## config.mk

```make
export PLATFORM = sky130hd
export DESIGN_NAME = beta_sequencer_flat
export DESIGN_NICKNAME = d
export VERILOG_FILES = /design/src/rtl/beta_sequencer_if.sv /design/src/rtl/beta_sequencer.sv /design/src/flat_wrapper.sv
export SDC_FILE = /design/constraint.sdc
export NUM_CORES = 1
export LEC_CHECK = 0
export ABC_AREA = 1
export BUFFER_PORTS_ARGS = -buffer_cell sky130_fd_sc_hd__buf_2
export CELL_PAD_IN_SITES_DETAIL_PLACEMENT = 0
export CELL_PAD_IN_SITES_GLOBAL_PLACEMENT = 1
export CORE_MARGIN = 2
export CORE_UTILIZATION = 35
export CTS_CLUSTER_SIZE = 10
export DETAILED_ROUTE_END_ITERATION = 8
export PLACE_DENSITY_LB_ADDON = 0.12
export SLEW_MARGIN = 15
export SYNTH_ARGS = -nofsm -noshare
export SYNTH_HDL_FRONTEND = slang
export SYNTH_SLANG_ARGS = --single-unit
```

## constraint.sdc

```tcl
create_clock -name clk -period 1.4 [get_ports clk]
set_clock_uncertainty 0.05 [all_clocks]
set_input_delay 0.14 -clock clk [delete_from_list [all_inputs] [get_ports clk]]
set_output_delay 0.14 -clock clk [all_outputs]
set_load 0.01 [all_outputs]
```

## src/rtl/beta_sequencer_if.sv

```systemverilog
// Sequencer <-> datapath/memory bundle for the Beta CPU sequencer.
// master = sequencer side, slave = datapath + memory side.
interface beta_sequencer_if;
    logic [5:0] op_code;
    logic       pc_sup;
    logic       IRQ;
    logic       mem_ready;
    logic       mem_req;
    logic       mem_we;
    logic       addr_sel;
    logic       ir_en;
    logic       pc_en;
    logic       rf_we;
    logic       trap;
    logic [2:0] trap_pcsel;
    logic [1:0] trap_cause;

    modport master (
        input  op_code, pc_sup, IRQ, mem_ready,
        output mem_req, mem_we, addr_sel, ir_en, pc_en, rf_we,
               trap, trap_pcsel, trap_cause
    );

    modport slave (
        output op_code, pc_sup, IRQ, mem_ready,
        input  mem_req, mem_we, addr_sel, ir_en, pc_en, rf_we,
               trap, trap_pcsel, trap_cause
    );
endinterface

```

## src/rtl/beta_sequencer.sv

```systemverilog
// Multi-cycle fetch/execute/memory sequencer with ILLOP, IRQ and bus-timeout traps.
// Build option: define BETA_SEQ_IRQ_EN to honour the IRQ input (ignored otherwise).
module beta_sequencer #(
    parameter int TIMEOUT_CYCLES = 255
) (
    input  logic             clk,
    input  logic             RESET,
    beta_sequencer_if.master sif
);
    typedef enum logic [1:0] {
        S_FETCH = 2'd0,
        S_EXEC  = 2'd1,
        S_MEM   = 2'd2,
        S_TRAP  = 2'd3
    } state_t;

    localparam logic [1:0]  CAUSE_ILLOP   = 2'd1;
    localparam logic [1:0]  CAUSE_IRQ     = 2'd2;
    localparam logic [1:0]  CAUSE_TIMEOUT = 2'd3;
    localparam logic [15:0] WAIT_LAST     = 16'(TIMEOUT_CYCLES - 1);

    state_t      state_reg, state_next;
    logic [15:0] wait_cnt_reg, wait_cnt_next;
    logic [1:0]  cause_reg, cause_next;
    logic        irq_chk_reg, irq_chk_next;

    // Opcode class tables, one bit per opcode, resolved at elaboration.
    logic [63:0] alu_map;
    logic [63:0] ctl_map;
    logic [63:0] mem_map;

    genvar gi;
    generate
        for (gi = 0; gi < 64; gi++) begin : g_dec
            localparam logic [5:0] OP = 6'(gi);
            assign alu_map[gi] = OP[5] && !(OP[3:0] inside {4'h2, 4'h3, 4'h7, 4'hF});
            assign ctl_map[gi] = (OP inside {6'h1B, 6'h1C, 6'h1D});
            assign mem_map[gi] = (OP inside {6'h18, 6'h19, 6'h1F});
        end
    endgenerate

    logic op_alu, op_ctl, op_mem, op_st;
    assign op_alu = alu_map[sif.op_code];
    assign op_ctl = ctl_map[sif.op_code];
    assign op_mem = mem_map[sif.op_code];
    assign op_st  = (sif.op_code == 6'h19);

    logic irq_take;
`ifdef BETA_SEQ_IRQ_EN
    // Only the first S_FETCH cycle after a completed instruction may divert to IRQ.
    assign irq_take = irq_chk_reg & sif.IRQ & ~sif.pc_sup;
`else
    logic unused_irq;
    assign unused_irq = irq_chk_reg ^ sif.IRQ ^ sif.pc_sup;
    assign irq_take   = 1'b0;
`endif

    logic wait_expired;
    assign wait_expired = (wait_cnt_reg == WAIT_LAST);

    logic       req_int, we_int, asel_int, ir_en_int, pc_en_int, rf_we_int, trap_int;
    logic [2:0] pcsel_int;

    always_comb begin
        state_next    = state_reg;
        wait_cnt_next = '0;
        cause_next    = cause_reg;
        irq_chk_next  = 1'b0;
        req_int       = 1'b0;
        we_int        = 1'b0;
        asel_int      = 1'b0;
        ir_en_int     = 1'b0;
        pc_en_int     = 1'b0;
        rf_we_int     = 1'b0;
        trap_int      = 1'b0;
        pcsel_int     = 3'd0;

        case (state_reg)
            S_FETCH: begin
                if (irq_take) begin
                    state_next = S_TRAP;
                    cause_next = CAUSE_IRQ;
                end else begin
                    req_int = 1'b1;
                    if (sif.mem_ready) begin
                        ir_en_int  = 1'b1;
                        state_next = S_EXEC;
                    end else if (wait_expired) begin
                        state_next = S_TRAP;
                        cause_next = CAUSE_TIMEOUT;
                    end else begin
                        wait_cnt_next = wait_cnt_reg + 16'd1;
                    end
                end
            end

            S_EXEC: begin
                if (op_alu || op_ctl) begin
                    rf_we_int    = 1'b1;
                    pc_en_int    = 1'b1;
                    state_next   = S_FETCH;
                    irq_chk_next = 1'b1;
                end else if (op_mem) begin
                    state_next = S_MEM;
                end else begin
                    state_next = S_TRAP;
                    cause_next = CAUSE_ILLOP;
                end
            end

            S_MEM: begin
                req_int  = 1'b1;
                asel_int = 1'b1;
                we_int   = op_st;
                if (sif.mem_ready) begin
                    pc_en_int    = 1'b1;
                    rf_we_int    = ~op_st;
                    state_next   = S_FETCH;
                    irq_chk_next = 1'b1;
                end else if (wait_expired) begin
                    state_next = S_TRAP;
                    cause_next = CAUSE_TIMEOUT;
                end else begin
                    wait_cnt_next = wait_cnt_reg + 16'd1;
                end
            end

            S_TRAP: begin
                // The trap vector sets pc_sup, so the return fetch skips the IRQ check.
                trap_int   = 1'b1;
                pc_en_int  = 1'b1;
                rf_we_int  = 1'b1;
                pcsel_int  = (cause_reg == CAUSE_IRQ) ? 3'd4 : 3'd3;
                state_next = S_FETCH;
            end

            default: begin
                state_next = S_FETCH;
            end
        endcase
    end

    always_ff @(posedge clk) begin
        if (RESET) begin
            state_reg    <= S_FETCH;
            wait_cnt_reg <= '0;
            cause_reg    <= '0;
            irq_chk_reg  <= 1'b1;
        end else begin
            state_reg    <= state_next;
            wait_cnt_reg <= wait_cnt_next;
            cause_reg    <= cause_next;
            irq_chk_reg  <= irq_chk_next;
        end
    end

    // Every strobe is held low while RESET is high.
    assign sif.mem_req    = req_int   & ~RESET;
    assign sif.mem_we     = we_int    & ~RESET;
    assign sif.addr_sel   = asel_int  & ~RESET;
    assign sif.ir_en      = ir_en_int & ~RESET;
    assign sif.pc_en      = pc_en_int & ~RESET;
    assign sif.rf_we      = rf_we_int & ~RESET;
    assign sif.trap       = trap_int  & ~RESET;
    assign sif.trap_pcsel = RESET ? 3'd0 : pcsel_int;
    assign sif.trap_cause = RESET ? 2'd0 : cause_reg;
endmodule

```

## src/flat_wrapper.sv

```systemverilog
// flat-port wrapper written by rule: the top's interface ports become plain ports
module beta_sequencer_flat 
#(
    parameter int TIMEOUT_CYCLES = 255
)
  (clk, RESET, sif_op_code, sif_pc_sup, sif_IRQ, sif_mem_ready, sif_mem_req, sif_mem_we, sif_addr_sel, sif_ir_en, sif_pc_en, sif_rf_we, sif_trap, sif_trap_pcsel, sif_trap_cause);
  beta_sequencer_if sif_i ();
  input  logic clk;
  input  logic RESET;
  input wire logic [$bits(sif_i.op_code)-1:0] sif_op_code;
  input wire logic [$bits(sif_i.pc_sup)-1:0] sif_pc_sup;
  input wire logic [$bits(sif_i.IRQ)-1:0] sif_IRQ;
  input wire logic [$bits(sif_i.mem_ready)-1:0] sif_mem_ready;
  output wire logic [$bits(sif_i.mem_req)-1:0] sif_mem_req;
  output wire logic [$bits(sif_i.mem_we)-1:0] sif_mem_we;
  output wire logic [$bits(sif_i.addr_sel)-1:0] sif_addr_sel;
  output wire logic [$bits(sif_i.ir_en)-1:0] sif_ir_en;
  output wire logic [$bits(sif_i.pc_en)-1:0] sif_pc_en;
  output wire logic [$bits(sif_i.rf_we)-1:0] sif_rf_we;
  output wire logic [$bits(sif_i.trap)-1:0] sif_trap;
  output wire logic [$bits(sif_i.trap_pcsel)-1:0] sif_trap_pcsel;
  output wire logic [$bits(sif_i.trap_cause)-1:0] sif_trap_cause;
  assign sif_i.op_code = sif_op_code;
  assign sif_i.pc_sup = sif_pc_sup;
  assign sif_i.IRQ = sif_IRQ;
  assign sif_i.mem_ready = sif_mem_ready;
  assign sif_mem_req = sif_i.mem_req;
  assign sif_mem_we = sif_i.mem_we;
  assign sif_addr_sel = sif_i.addr_sel;
  assign sif_ir_en = sif_i.ir_en;
  assign sif_pc_en = sif_i.pc_en;
  assign sif_rf_we = sif_i.rf_we;
  assign sif_trap = sif_i.trap;
  assign sif_trap_pcsel = sif_i.trap_pcsel;
  assign sif_trap_cause = sif_i.trap_cause;
  beta_sequencer #(.TIMEOUT_CYCLES(TIMEOUT_CYCLES)) u_core (.clk(clk), .RESET(RESET), .sif(sif_i));
endmodule
```

==> qor.yml, run 1 <==
synth.yosys.seq_area_share_pct: 31.62
syn_area_per_cell_sq_um: 6.808
drt-vias-per-instance: 4.879
setup_viol: 4
netlist_area_sq_mm: 0.001266
relSlewSlack_pct: 83.85
cts-buffers-inserted: 3
cts_root_buffer: "clkbuf_4"
p_leak_nw: 0.6853
worst_slew_pin_slew_ns: 0.2405
clk_pin_slew_ns: 0.12
num-nets-final: 240
fin_crit_sh_pct: 101.3
max_freq_mhz: 704.8
synth_most_common_cell: "nand2_1"
cts_tree: "built"
avgRoutedWirePerCell_um: 11.53
post-route-drc-count: 0
final_antenna_net_count: 0
drt_wl_total_um: 3136
cp_max_fo: 6
drive_gt1_share_pct: 46.46
synth-seq-cells: 20
io_buffers: 20
largest_reg_flops: 16
status: "finished with violations"
crit_type: "reg -> out"
synth_common_cells: "nand2_1 (38), nor2_1 (25), inv_1 (22)"
maxCapViolations: 0
clock_sinks: 20
firstDrtPassIters: 7
design.core.area_sq_mm: 0.003416
gr-total-overflow: 0
synth_flop_cell: "dfxtp_1"
post-dp-hpwl_um: 2332
startpoint_type: "flip-flop"
synth_top_area_cell: "dfxtp_1"
maxSlewViolCount: 0
htreeDepth: 1
crit_path_end_kind: "primary output"
antenna_found_initial: 0
cts_buffer_depth: 2
fill_cells: 344
worstPathArrival_ns: 1.23
placedCellCount: 263
yosysWarnings: 0
final_core_util_pct: 51.58
holdBufCountCts: 0
min_period_ns: 1.419
dr.first_iter.drc_count: 36
synth_top_area_share_pct: 31.62
syn_to_final_growth_pct: 39.13
fp.dieH_um: 64.15
rsz0062_at_grt: "yes"
dieArea_sq_mm: 0.004115
pin_count: 23
async_flop_share_pct: 0
rows: 21
whs_ns: 0.08278
die_x_um: 64.15
syn_nets: 199
violations: "negative setup slack"
gr-usage-all-layers_pct: 15.94
clock_latency_ns: 0.31
power_density_mw_per_mm2: 715.8
grt_max_degree: 17
first_global_vias: 1237
gp_congestion: 0.8110
synth_area_leaders: "dfxtp_1 (32%), nand2_1 (11%), nor2_1 (7.4%)"
synth_edf_count: 0
final_cells: 272
crit_required_ns: 1.21
vias: 1327
p_total_mw: 1.261
hold_viol: 0
yosysUniqueCellTypes: 34
syn_inst: 186
grt_pass1_wl_um: 5195
antenna-diode-count: 0
holdCritPathClass: "in -> reg"
fin_ws_ns: -0.01883
start_util_pct: 37.07
irDropWorstVdd_uv: 521.3
[worst max-delay path: stages (launching register included)]
cell and delay (ns):
dfxtp_4 0.42, nand2_2 0.09, nor2_2 0.13, o21a_1 0.15, buf_2 0.13
[where the power goes]
part	internal [mW]	leakage, nW	switching, mW
clock	0.290	0.0279	0.189
combinational	0.0769	0.487	0.107
sequential	0.578	0.170	0.0205
total	0.945	0.685	0.316
[cells by family (layout without fill, tap and decap cells)]
family	count (synthesis)	in the layout	share of synthesized area, %
XOR/XNOR	3	3	2.075
buffers and inverters	27	66	9.585
AO/OA/AOI/OAI	18	18	8.499
AND/OR/NAND/NOR	116	117	46.25
adder cells (fa/ha/maj)	2	2	1.976
flip-flops	20	20	31.62
[metrics by stage]
stage	TNS [ns]	setup WS [ns]	instance area, sq um
2_1_floorplan	0	0.07363	1266
3_3_place_gp	-0.01906	-0.01195	1498
3_5_place_dp	-0.4221	-0.06651	1498
4_1_cts	-0.1182	-0.05042	1598
5_1_grt	-0.8000	-0.1205	1762
6_report	-0.05706	-0.01883	1762
[layout by cell type, fill, tap and decap left out, drive strengths merged]
cell | Yosys | final
nand2 | 40 | 40
buf | 2 | 38
nor2 | 32 | 32
inv | 24 | 24
nand3 | 19 | 20
dfxtp | 20 | 20
a21oi | 11 | 11
nor3 | 10 | 10
or2 | 6 | 6
nand4 | 5 | 5
o21ai | 4 | 4
xor2 | 3 | 3
clkbuf | 1 | 3
nand3b | 2 | 2
ha | 2 | 2
o21a | 1 | 1
nor3b | 1 | 1
o211ai | 1 | 1
a31oi | 1 | 1
nor4 | 1 | 1
bufinv | 0 | 1
[layer usage]
metal	global-route usage, %	share of wire [%]
met5	0	0
met4	3.723	1.1
met3	4.401	5.3
met2	24.87	48
met1	21.85	46
[repair_timing]
item	4_1_cts	5_1_grt
setup endpoints to repair	21	27
setup buffers	1	3
pin swaps	6	11
gates cloned	0	1
resized for setup	16	40
[path summary, 6_finish.rpt]
path,startpoint,to,slack (ns),depth (start not counted)
max,u_core.state_reg[0],sif_trap_pcsel[0],-0.02,4
min reg2reg,u_core.cause_reg[1],u_core.cause_reg[1],0.43,2
max reg2reg,u_core.wait_cnt_reg[0],u_core.cause_reg[1],0.02,11
min,RESET,u_core.cause_reg[0],0.08,2
[final cells by class]
type / count / area (sq um) / share of cell area, %
multi-input combinational: 140 / 889.6 / 50.50
sequential: 20 / 430.4 / 24.43
timing repair buffer: 38 / 239.0 / 13.57
inverter: 24 / 92.59 / 5.256
tap: 46 / 57.56 / 3.267
clock inverter: 1 / 30.03 / 1.705
clock buffer: 3 / 22.52 / 1.278
Power figures use the tool's default switching activity.
==> run 2: changes to the inputs <==
- CELL_PAD_IN_SITES_DETAIL_PLACEMENT: 0 -> 1
==> run 2 against run 1 <==
The flow still finishes with violations (negative setup slack); cell area is 7.3% higher; critical path depth up 1; via count rose by 7.3%; largest cell class unchanged; power rose by 4.0%; clock power rose by 1%; fmax down 2.0%; sequential share of layout area fell by 1.3 points; first-iteration DRC count grew 22%; non-clock buffer count increased by 8; final cell count up 2.6%; clock-buffer cell count is the same.
==> qor.yml, run 2 (synthesis gave the netlist of run 1 again) <==
rsz0062_at_grt: "yes"
pin_count: 23  # unchanged
syn_to_final_growth_pct: 49.31
dieArea_sq_mm: 0.004115  # unchanged
cts-buffers-inserted: 3  # unchanged
num-nets-final: 247  # +2.9%
status: "finished with violations"
final_antenna_net_count: 0  # unchanged
rows: 21  # unchanged
whs_ns: 0.09310  # +0.01032 ns
crit_start: "u_core.state_reg[0]"
final_cells: 279  # +2.6%
avgRoutedWirePerCell_um: 15.04  # +30%
startpoint_type: "flip-flop"
dr.first_iter.drc_count: 44  # +22%
p_seq_share_pct: 45.4  # -2.1 points
drt_wl_total_um: 4197  # +34%
final_cell_mix: "nand2_1 (32), buf_4 (22), buf_2 (20)"
min_period_ns: 1.448  # +0.02898 ns
fin_area_sq_mm: 0.001891  # +7.3%
rr_endpoint: "u_core.wait_cnt_reg[12]"
fp.dieH_um: 64.15  # unchanged
io_buffers: 20  # unchanged
clk_pin_slew_ns: 0.13  # about the same
power.internal_mw: 0.9691  # +2.6%
fin_crit_sh_pct: 103.4  # +2.1 points
start_util_pct: 37.07  # unchanged
hold_viol: 0  # unchanged
crit_required_ns: 1.21  # about the same
antenna_found_initial: 0  # unchanged
cts_tree: "built"
first_global_vias: 1431  # +16%
htreeDepth: 1  # unchanged
drt-vias-per-instance: 5.104  # +4.6%
post-route-drc-count: 0  # unchanged
r2r_start: "u_core.state_reg[0]"
worstPathArrival_ns: 1.26  # +0.03 ns
relSlewSlack_pct: 77.95  # -5.9 points
holdCritPathClass: "in -> reg"
vias: 1424  # +7.3%
placed_cell_area_sq_mm: 0.001498  # unchanged
gr-total-overflow: 0  # unchanged
p_leak_nw: 0.7383  # +7.7%
cts_buffer_depth: 2  # unchanged
gr-usage-all-layers_pct: 19.83  # +3.9 points
worstRegToRegCells: 5  # -6
placedCellCount: 263  # unchanged
irDropWorstVdd_uv: 518.6  # -0.51%
firstDrtPassIters: 4  # -3
post-dp-hpwl_um: 2882  # +24%
ff2ff_setup_slack_ns: -0.01  # -0.03 ns
violations: "negative setup slack"
crit_path_end_kind: "primary output"
worst_slew_pin_slew_ns: 0.3295  # +0.08904 ns
drive_gt1_share_pct: 51.07  # +4.6 points
antenna-diode-count: 0  # unchanged
fin_ws_ns: -0.04781  # -0.02898 ns
whs_endpoint: "u_core.cause_reg[1]"
design.core.area_sq_mm: 0.003416  # unchanged
maxSlewViolCount: 0  # unchanged
power_density_mw_per_mm2: 693.6  # -3.1%
clock_sinks: 20  # unchanged
holdBufCountCts: 0  # unchanged
p_sw_mw: 0.3422  # +8.2%
gp_congestion: 0.8110  # unchanged
final_core_util_pct: 55.35  # +3.8 points
max_freq_mhz: 690.7  # -2.0%
die_x_um: 64.15  # unchanged
clock_latency_ns: 0.31  # about the same
largest_reg_flops: 16  # unchanged
mostFrequentLayoutCell: "nand2_1"
comb_power_share_pct: 17.6  # +3.0 points
p_clk_share_pct: 37.0  # -0.9 points
hold_start: "RESET"
crit_type: "reg -> out"
min_path_cells: 2  # unchanged
cp_max_fo: 5  # -1
cts_root_buffer: "clkbuf_4"
setup_viol: 8  # +4
grt_pass1_wl_um: 6458  # +24%
grt_max_degree: 13  # -4
swShare_pct: 26.10  # +1.0 points
maxCapViolations: 0  # unchanged
run 2: how the worst max path moves through the flow:
stage | endpoint | slack (ns)
floorplan | u_core.wait_cnt_reg[3] | 0.07
global placement | u_core.cause_reg[1] | -0.01
detailed placement | u_core.cause_reg[1] | -0.08
CTS | sif_rf_we | -0.05
global route | sif_rf_we | -0.13
finish | sif_rf_we | -0.05
run 2: routing by layer:
| metal | global-route usage [%] | wire (um) | vias to the layer above | share of wire [%] |
|---|---|---|---|---|
| met4 | 3.191 | 15 | 0 | 0.36 |
| li1 | - | - | 702 | - |
| met2 | 35.16 | 2225 | 29 | 53 |
| met1 | 24.59 | 1794 | 689 | 43 |
| met5 | 0 | 0 | - | 0 |
| met3 | 4.930 | 162 | 4 | 3.9 |
run 2: final cells by class:
| class | instances | area [sq um] |
|---|---|---|
| Clock buffer | 3 | 22.52 |
| Tap cell | 46 | 57.56 |
| Multi-Input combinational cell | 139 | 903.4 |
| Clock inverter | 1 | 30.03 |
| Sequential cell | 20 | 437.9 |
| Inverter | 24 | 97.59 |
| Fill cell | 437 | 1525 |
| Timing Repair Buffer | 46 | 341.6 |
run 2: timing repair:
item                       in CTS  in global routing
pin swaps                      10                 18
gates cloned                    0                  1
resized for setup              27                 43
buffers inserted                5                  6
setup endpoints to repair      26                 27
run 2: power by group through the flow:
stage / combinational [mW] / sequential [mW] / clock [mW]
detailed placement: 0.152 / 0.609 / 0
floorplan: 0.101 / 0.606 / 0
global placement: 0.145 / 0.607 / 0
global route: 0.250 / 0.599 / 0.521
CTS: 0.198 / 0.601 / 0.498
finish: 0.230 / 0.596 / 0.485
run 2: through the flow:
stage	power [mW]	setup slack [ns]	setup TNS [ns]
after floorplan	0.7068	0.07363	0
after global placement	0.7527	-0.01195	-0.01906
after detailed placement	0.7615	-0.08051	-0.6443
after CTS	1.296	-0.04625	-0.09993
after global routing	1.371	-0.1315	-1.685
final	1.311	-0.04781	-0.1323
run 2: critical path, cell delays in order (launching register included):
cell     delay, ns
dfxtp_4       0.42
inv_4         0.05
nor2_4        0.09
nand2_2       0.08
a31oi_1       0.16
buf_2         0.15
